==> src/rtl/mul_pkg.sv <==
// Shared definitions for the mul_accum block: controller state encoding and
// default widths for the accumulator, run-length field and incoming product.
package mul_pkg;

  localparam int unsigned ACC_W  = 12;  // accumulator / result width
  localparam int unsigned LEN_W  = 4;   // products-per-run field width
  localparam int unsigned PROD_W = 8;   // product width from the 4x4 multiplier

  typedef enum logic [1:0] {
    IDLE  = 2'd0,
    ACCUM = 2'd1,
    DONE  = 2'd2
  } state_t;

endpackage

==> src/rtl/mul_accum_if.sv <==
// Product-in / result-out handshake bundle for mul_accum.
//   prod_in/prod_valid/prod_ready : upstream product stream (valid/ready)
//   acc_out/out_valid/out_ready   : downstream result (valid/ready)
// master: the environment side (drives products, consumes results)
// slave : the mul_accum side
interface mul_accum_if #(
  parameter int unsigned ACC_W = mul_pkg::ACC_W
);
  import mul_pkg::*;

  logic [PROD_W-1:0] prod_in;
  logic              prod_valid;
  logic              prod_ready;
  logic [ACC_W-1:0]  acc_out;
  logic              out_valid;
  logic              out_ready;

  modport master (
    output prod_in, prod_valid, out_ready,
    input  prod_ready, acc_out, out_valid
  );

  modport slave (
    input  prod_in, prod_valid, out_ready,
    output prod_ready, acc_out, out_valid
  );

endinterface

==> src/rtl/mul_accum_cnt.sv <==
// Run-length down-counter for mul_accum.
//   clk, rst : clock, synchronous active-high reset (clears count)
//   ena      : global enable; low freezes the count
//   load     : load len (len=0 loads 2^LEN_W)
//   len      : run length
//   dec      : decrement by one (ignored while loading or at zero)
//   last     : count equals one, i.e. the next decrement finishes the run
module mul_accum_cnt #(
  parameter int unsigned LEN_W = mul_pkg::LEN_W
) (
  input  logic             clk,
  input  logic             rst,
  input  logic             ena,
  input  logic             load,
  input  logic [LEN_W-1:0] len,
  input  logic             dec,
  output logic             last
);
  import mul_pkg::*;

  // One extra bit so a full 2^LEN_W run is representable.
  localparam logic [LEN_W:0] FULL = {1'b1, {LEN_W{1'b0}}};
  localparam logic [LEN_W:0] ONE  = {{LEN_W{1'b0}}, 1'b1};

  logic [LEN_W:0] cnt;

  always_ff @(posedge clk) begin
    if (rst) begin
      cnt <= '0;
    end else if (ena) begin
      if (load) begin
        cnt <= (len == '0) ? FULL : {1'b0, len};
      end else if (dec && cnt != '0) begin
        cnt <= cnt - ONE;
      end
    end
  end

  assign last = (cnt == ONE);

endmodule

==> src/rtl/mul_accum.sv <==
// Multiply-accumulate back end: sums a run of len unsigned 8-bit products
// (len=0 means 2^LEN_W) into an ACC_W-bit modulo accumulator and presents
// the result with a valid/ready handshake.
//   clk, rst : clock, synchronous active-high reset
//   ena      : global enable; low freezes all state and blocks handshakes
//   start    : begin a run (only honoured in IDLE)
//   len      : products per run, latched on an accepted start
//   bus      : product input and result output handshakes
//   busy     : high whenever not IDLE
module mul_accum #(
  parameter int unsigned ACC_W = mul_pkg::ACC_W,
  parameter int unsigned LEN_W = mul_pkg::LEN_W
) (
  input  logic             clk,
  input  logic             rst,
  input  logic             ena,
  input  logic             start,
  input  logic [LEN_W-1:0] len,
  mul_accum_if.slave       bus,
  output logic             busy
);
  import mul_pkg::*;

  state_t           state_q, state_d;
  logic [ACC_W-1:0] acc;
  logic             start_ok;
  logic             accept;
  logic             last;

  assign start_ok       = ena && start && (state_q == IDLE);
  assign bus.prod_ready = ena && (state_q == ACCUM);
  assign accept         = bus.prod_ready && bus.prod_valid;

  mul_accum_cnt #(
    .LEN_W(LEN_W)
  ) u_cnt (
    .clk  (clk),
    .rst  (rst),
    .ena  (ena),
    .load (start_ok),
    .len  (len),
    .dec  (accept),
    .last (last)
  );

  always_ff @(posedge clk) begin
    if (rst) begin
      state_q <= IDLE;
    end else if (ena) begin
      state_q <= state_d;
    end
  end

  always_comb begin
    state_d = state_q;
    case (state_q)
      IDLE:    if (start_ok) state_d = ACCUM;
      ACCUM:   if (accept && last) state_d = DONE;
      DONE:    if (bus.out_ready) state_d = IDLE;
      default: state_d = IDLE;
    endcase
  end

  // Accumulator wraps modulo 2^ACC_W; it is only cleared by reset or a new
  // run, so the previous result stays visible through IDLE.
  always_ff @(posedge clk) begin
    if (rst) begin
      acc <= '0;
    end else if (ena) begin
      if (start_ok) begin
        acc <= '0;
      end else if (accept) begin
        acc <= acc + ACC_W'(bus.prod_in);
      end
    end
  end

  assign bus.acc_out   = acc;
  assign bus.out_valid = (state_q == DONE);
  assign busy          = (state_q != IDLE);

endmodule

==> src/flat_wrapper.sv <==
// flat-port wrapper written by rule: the top's interface ports become plain ports
module mul_accum_flat import mul_pkg::*;
#(
  parameter int unsigned ACC_W = mul_pkg::ACC_W,
  parameter int unsigned LEN_W = mul_pkg::LEN_W
)
  (clk, rst, ena, start, len, busy, bus_prod_in, bus_prod_valid, bus_out_ready, bus_prod_ready, bus_acc_out, bus_out_valid);
  mul_accum_if #(.ACC_W(ACC_W)) bus_i ();
  input  logic clk;
  input  logic rst;
  input  logic ena;
  input  logic start;
  input  logic [LEN_W-1:0] len;
  output logic busy;
  input wire logic [$bits(bus_i.prod_in)-1:0] bus_prod_in;
  input wire logic [$bits(bus_i.prod_valid)-1:0] bus_prod_valid;
  input wire logic [$bits(bus_i.out_ready)-1:0] bus_out_ready;
  output wire logic [$bits(bus_i.prod_ready)-1:0] bus_prod_ready;
  output wire logic [$bits(bus_i.acc_out)-1:0] bus_acc_out;
  output wire logic [$bits(bus_i.out_valid)-1:0] bus_out_valid;
  assign bus_i.prod_in = bus_prod_in;
  assign bus_i.prod_valid = bus_prod_valid;
  assign bus_i.out_ready = bus_out_ready;
  assign bus_prod_ready = bus_i.prod_ready;
  assign bus_acc_out = bus_i.acc_out;
  assign bus_out_valid = bus_i.out_valid;
  mul_accum #(.ACC_W(ACC_W), .LEN_W(LEN_W)) u_core (.clk(clk), .rst(rst), .ena(ena), .start(start), .len(len), .bus(bus_i), .busy(busy));
endmodule
==> config.mk <==
export PLATFORM = sky130hd
export DESIGN_NAME = mul_accum_flat
export DESIGN_NICKNAME = d
export VERILOG_FILES = /design/src/rtl/mul_pkg.sv /design/src/rtl/mul_accum_if.sv /design/src/rtl/mul_accum_cnt.sv /design/src/rtl/mul_accum.sv /design/src/flat_wrapper.sv
export SDC_FILE = /design/constraint.sdc
export NUM_CORES = 1
export LEC_CHECK = 0
export ABC_CLOCK_PERIOD_IN_PS = 2120
export CAP_MARGIN = 20
export CORE_MARGIN = 2
export CORE_UTILIZATION = 44
export DETAILED_ROUTE_END_ITERATION = 7
export PLACE_DENSITY = 0.75
export SLEW_MARGIN = 20
export SYNTH_ARGS = -nofsm -noshare
export SYNTH_HDL_FRONTEND = slang
export SYNTH_HIERARCHICAL = 1
export SYNTH_SLANG_ARGS = --single-unit
==> constraint.sdc <==
create_clock -name clk -period 2.12 [get_ports clk]
set_clock_uncertainty 0.05 [all_clocks]
set_input_delay 0.424 -clock clk [delete_from_list [all_inputs] [get_ports clk]]
set_output_delay 0.424 -clock clk [all_outputs]
set_load 0.01 [all_outputs]
==> summary.md <==
| Metric | Value |
|---|---|
| RSZ-0062 raised after global routing | yes |
| Final Hold Fails | 0 |
| Setup violations, final | 0 |
| Fillers | 242 |
| Max_cap viols | 0 |
| Global route overflow | 0 |
| CP endpoint kind | register |
| Post-Route WL | 3250 um |
| Pleak | 0.000771 uW |
| Crit path cell chain | clkdlybuf4s50_1 > inv_1 > fa_2 > nand2b_4 > a21oi_4 > o21bai_1 > a21oi_1 > mux2_1 |
| Syn Std Cell Area | 1290 um^2 |
| Worst-path clk slew | 0.11 ns |
| CTS buffer count | 3 |
| Asr flop ratio synth | 0% |
| Height of the die | 58.1 um |
| Worst slew pin tran | 0.390 ns |
| # H-tree levels | 1 |
| Root buf cell | clkbuf_4 |
| Die area | 3380 um^2 |
| First DRT Iteration DRCs | 43 |
| Cell count after synthesis | 153 |
| YS warnings | 6 |
| Slowest stage delay, CP | 0.48 ns |
| HP Class | reg2reg |
| PwrDens | 404 nW/um^2 |
| Vias | 1346 |
| Status | completed |
| Critical path buffers and inverters | 2 |
| CTS tree | built |
| Placer Congestion | 0.826 |
| Crit-path max FO | 3 |
| FF+latch count, synth | 19 |
| Post-synth EDFFs | 0 |
| Max-slew headroom | 73.6% |
| Largest net degree at the start of global routing | 15 |
| Post-synthesis sequential area ratio | 29.5% |
| Vias in the first global route | 1265 |
| First-pass GRT wire length | 5530 um |
| I/O pin total | 33 |
| Post-DP HPWL | 2440 um |
| Most common cell in the netlist | dfxtp_1 |
| Setup slack after placement | -0.566 ns |
| Crit share post-route | 98.0% |
| Highest-delay cell along the critical path | clkdlybuf4s50_1 |
| Fmax | 481 MHz |
| Synth Flop Type | dfxtp_1 |
| Post-route DRC | 0 |
| Tot Pwr | 749 uW |
| DR WL/cell | 13.7 um |
| Post-layout minimum cycle time | 2.08 ns |
| Synth area leader | dfxtp_1 |
| Chip width | 58.1 um |
| TritonRoute pass-1 iters | 4 |
| Family with the most delay on the worst path | buffers and inverters |
| Final Max Tran Viols | 0 |
| PortBufs | 32 |
| Final instance area | 1850 um^2 |
| Critical path class | in2reg |
| GRT Overall Usage | 21.1% |
| Final ANT Viol Nets | 0 |
| Ant diodes | 0 |
| Critical Path Start Type | primary input |
| Share of layout cells above drive strength 1 | 19.8% |
| WP data arrival | 2.23 ns |
| Final WS setup | 0.0424 ns |
| Initial Util | 46.3% |
| Placed cell area | 1770 um^2 |
| VDD IR max | 513 uV |
| Layout Nets | 237 |
| Clock sink count | 19 |
| Synth area leaders | dfxtp_1 30%, ha_1 9.7%, a21oi_1 5.8% |
| CP Data Required Time | 2.28 ns |
| Later-pin clock latency in the skew report | 0.31 ns |
| Fin cells | 238 |
| FP Rows | 19 |
| Vias per cell | 5.66 |
| Synth unique cells | 51 |
| Syn_nets | 182 |
| Area of the core | 2780 um^2 |
| CTS Buffer Depth | 2 |
| Yosys top cell area share | 29.5% |
| Area grow syn2layout | 43.7% |
| Initial antenna violation count | 0 |
| Placed Instances | 231 |
| Commonest cells in the netlist | 19 x dfxtp_1, 15 x a21oi_1, 13 x nor2_1 |
| Syn avg cell area | 8.42 um^2 |
==> worst paths after layout <==
kind                          from                    end  slack [ns]  depth (start not counted)
max                 bus_prod_in[1]  u_core/bus.acc_out[8]        0.04                          8
max reg2reg  u_core/bus.acc_out[0]  u_core/bus.acc_out[8]        0.16                          8
min reg2reg  u_core/bus.acc_out[2]  u_core/bus.acc_out[2]        0.44                          2
min          u_core/bus.acc_out[2]  u_core/bus.acc_out[2]        0.44                          2
==> power breakdown <==
part	switching, uW	internal (uW)
clock network	117	73.5
registers	8.33	364
logic	86.3	98.9
total	212	537
==> tightest hold or removal path, cell delays in order, from the launching register on <==
cell and delay (ns):
dfxtp_1 0.34, nand2_1 0.06, a21oi_1 0.05
==> layout by cell type (no fill, tap or decap), types with 3 or more instances in the layout <==
cell and n:
a21o_1 3, a21oi_1 14, a32o_1 5, buf_4 20, clkbuf_4 3, clkdlybuf4s50_1 30
dfxtp_1 19, ha_1 9, inv_1 8, inv_2 3, nand2_1 9, nand2b_1 3
nand3_1 4, nor2_1 13, nor2b_1 3, o211ai_1 3, o21ai_0 4, xnor2_1 3
==> sequential cells by signal, summed over array words and instances (netlist names) <==
signal,cells
u_core/state_q,2
u_core/u_cnt/cnt,5
u_core/bus.acc_out,12
==> layer usage <==
| layer | wire length (um) | part of all wire (%) | vias to the layer above | track usage, % |
|---|---|---|---|---|
| met5 | 0 | 0 | - | 0 |
| met4 | 29 | 0.89 | 0 | 7.97 |
| met3 | 127 | 3.9 | 2 | 4.02 |
| met2 | 1630 | 50 | 30 | 37.2 |
| met1 | 1460 | 45 | 640 | 25.3 |
| li1 | - | - | 674 | - |
==> through the flow <==
stage	setup TNS, ns	util [%]	hold slack (ns)
6_report	0	66.6	0.437
3_3_place_gp	-2.53	63.7	0.414
3_5_place_dp	-3.00	63.7	0.422
4_1_cts	-0.0522	65.4	0.440
5_1_grt	-0.0118	66.6	0.449
2_1_floorplan	0	-	0.410
==> kinds of logic after synthesis <==
group	after synthesis	share of synthesized area, %
muxes	3	2.43
and+or+nand+nor	53	22.1
buffers and inverters	13	3.88
xor gates and xnor gates	5	3.40
adders and majority gates	11	11.3
DFF	19	29.5
AOI/OAI and AO/OA	49	27.4
==> what timing repair did <==
| item | 4_1_cts | 5_1_grt |
|---|---|---|
| pin swaps | 2 | 5 |
| resized for setup | 5 | 4 |
| hold buffers | 0 | 0 |
| setup buffers | 0 | 3 |
| endpoints found under the setup margin | 4 | 6 |
==> area by class of cell <==
class	instances	area, um^2	share of cell area (%)
clock buffer	4	26.3	1.42
inverter	11	41.3	2.23
multi-input combinational	121	893	48.2
sequential	19	380	20.5
tap	31	38.8	2.09
timing repair buffer	52	472	25.5
(Power assumes the default switching activity.)
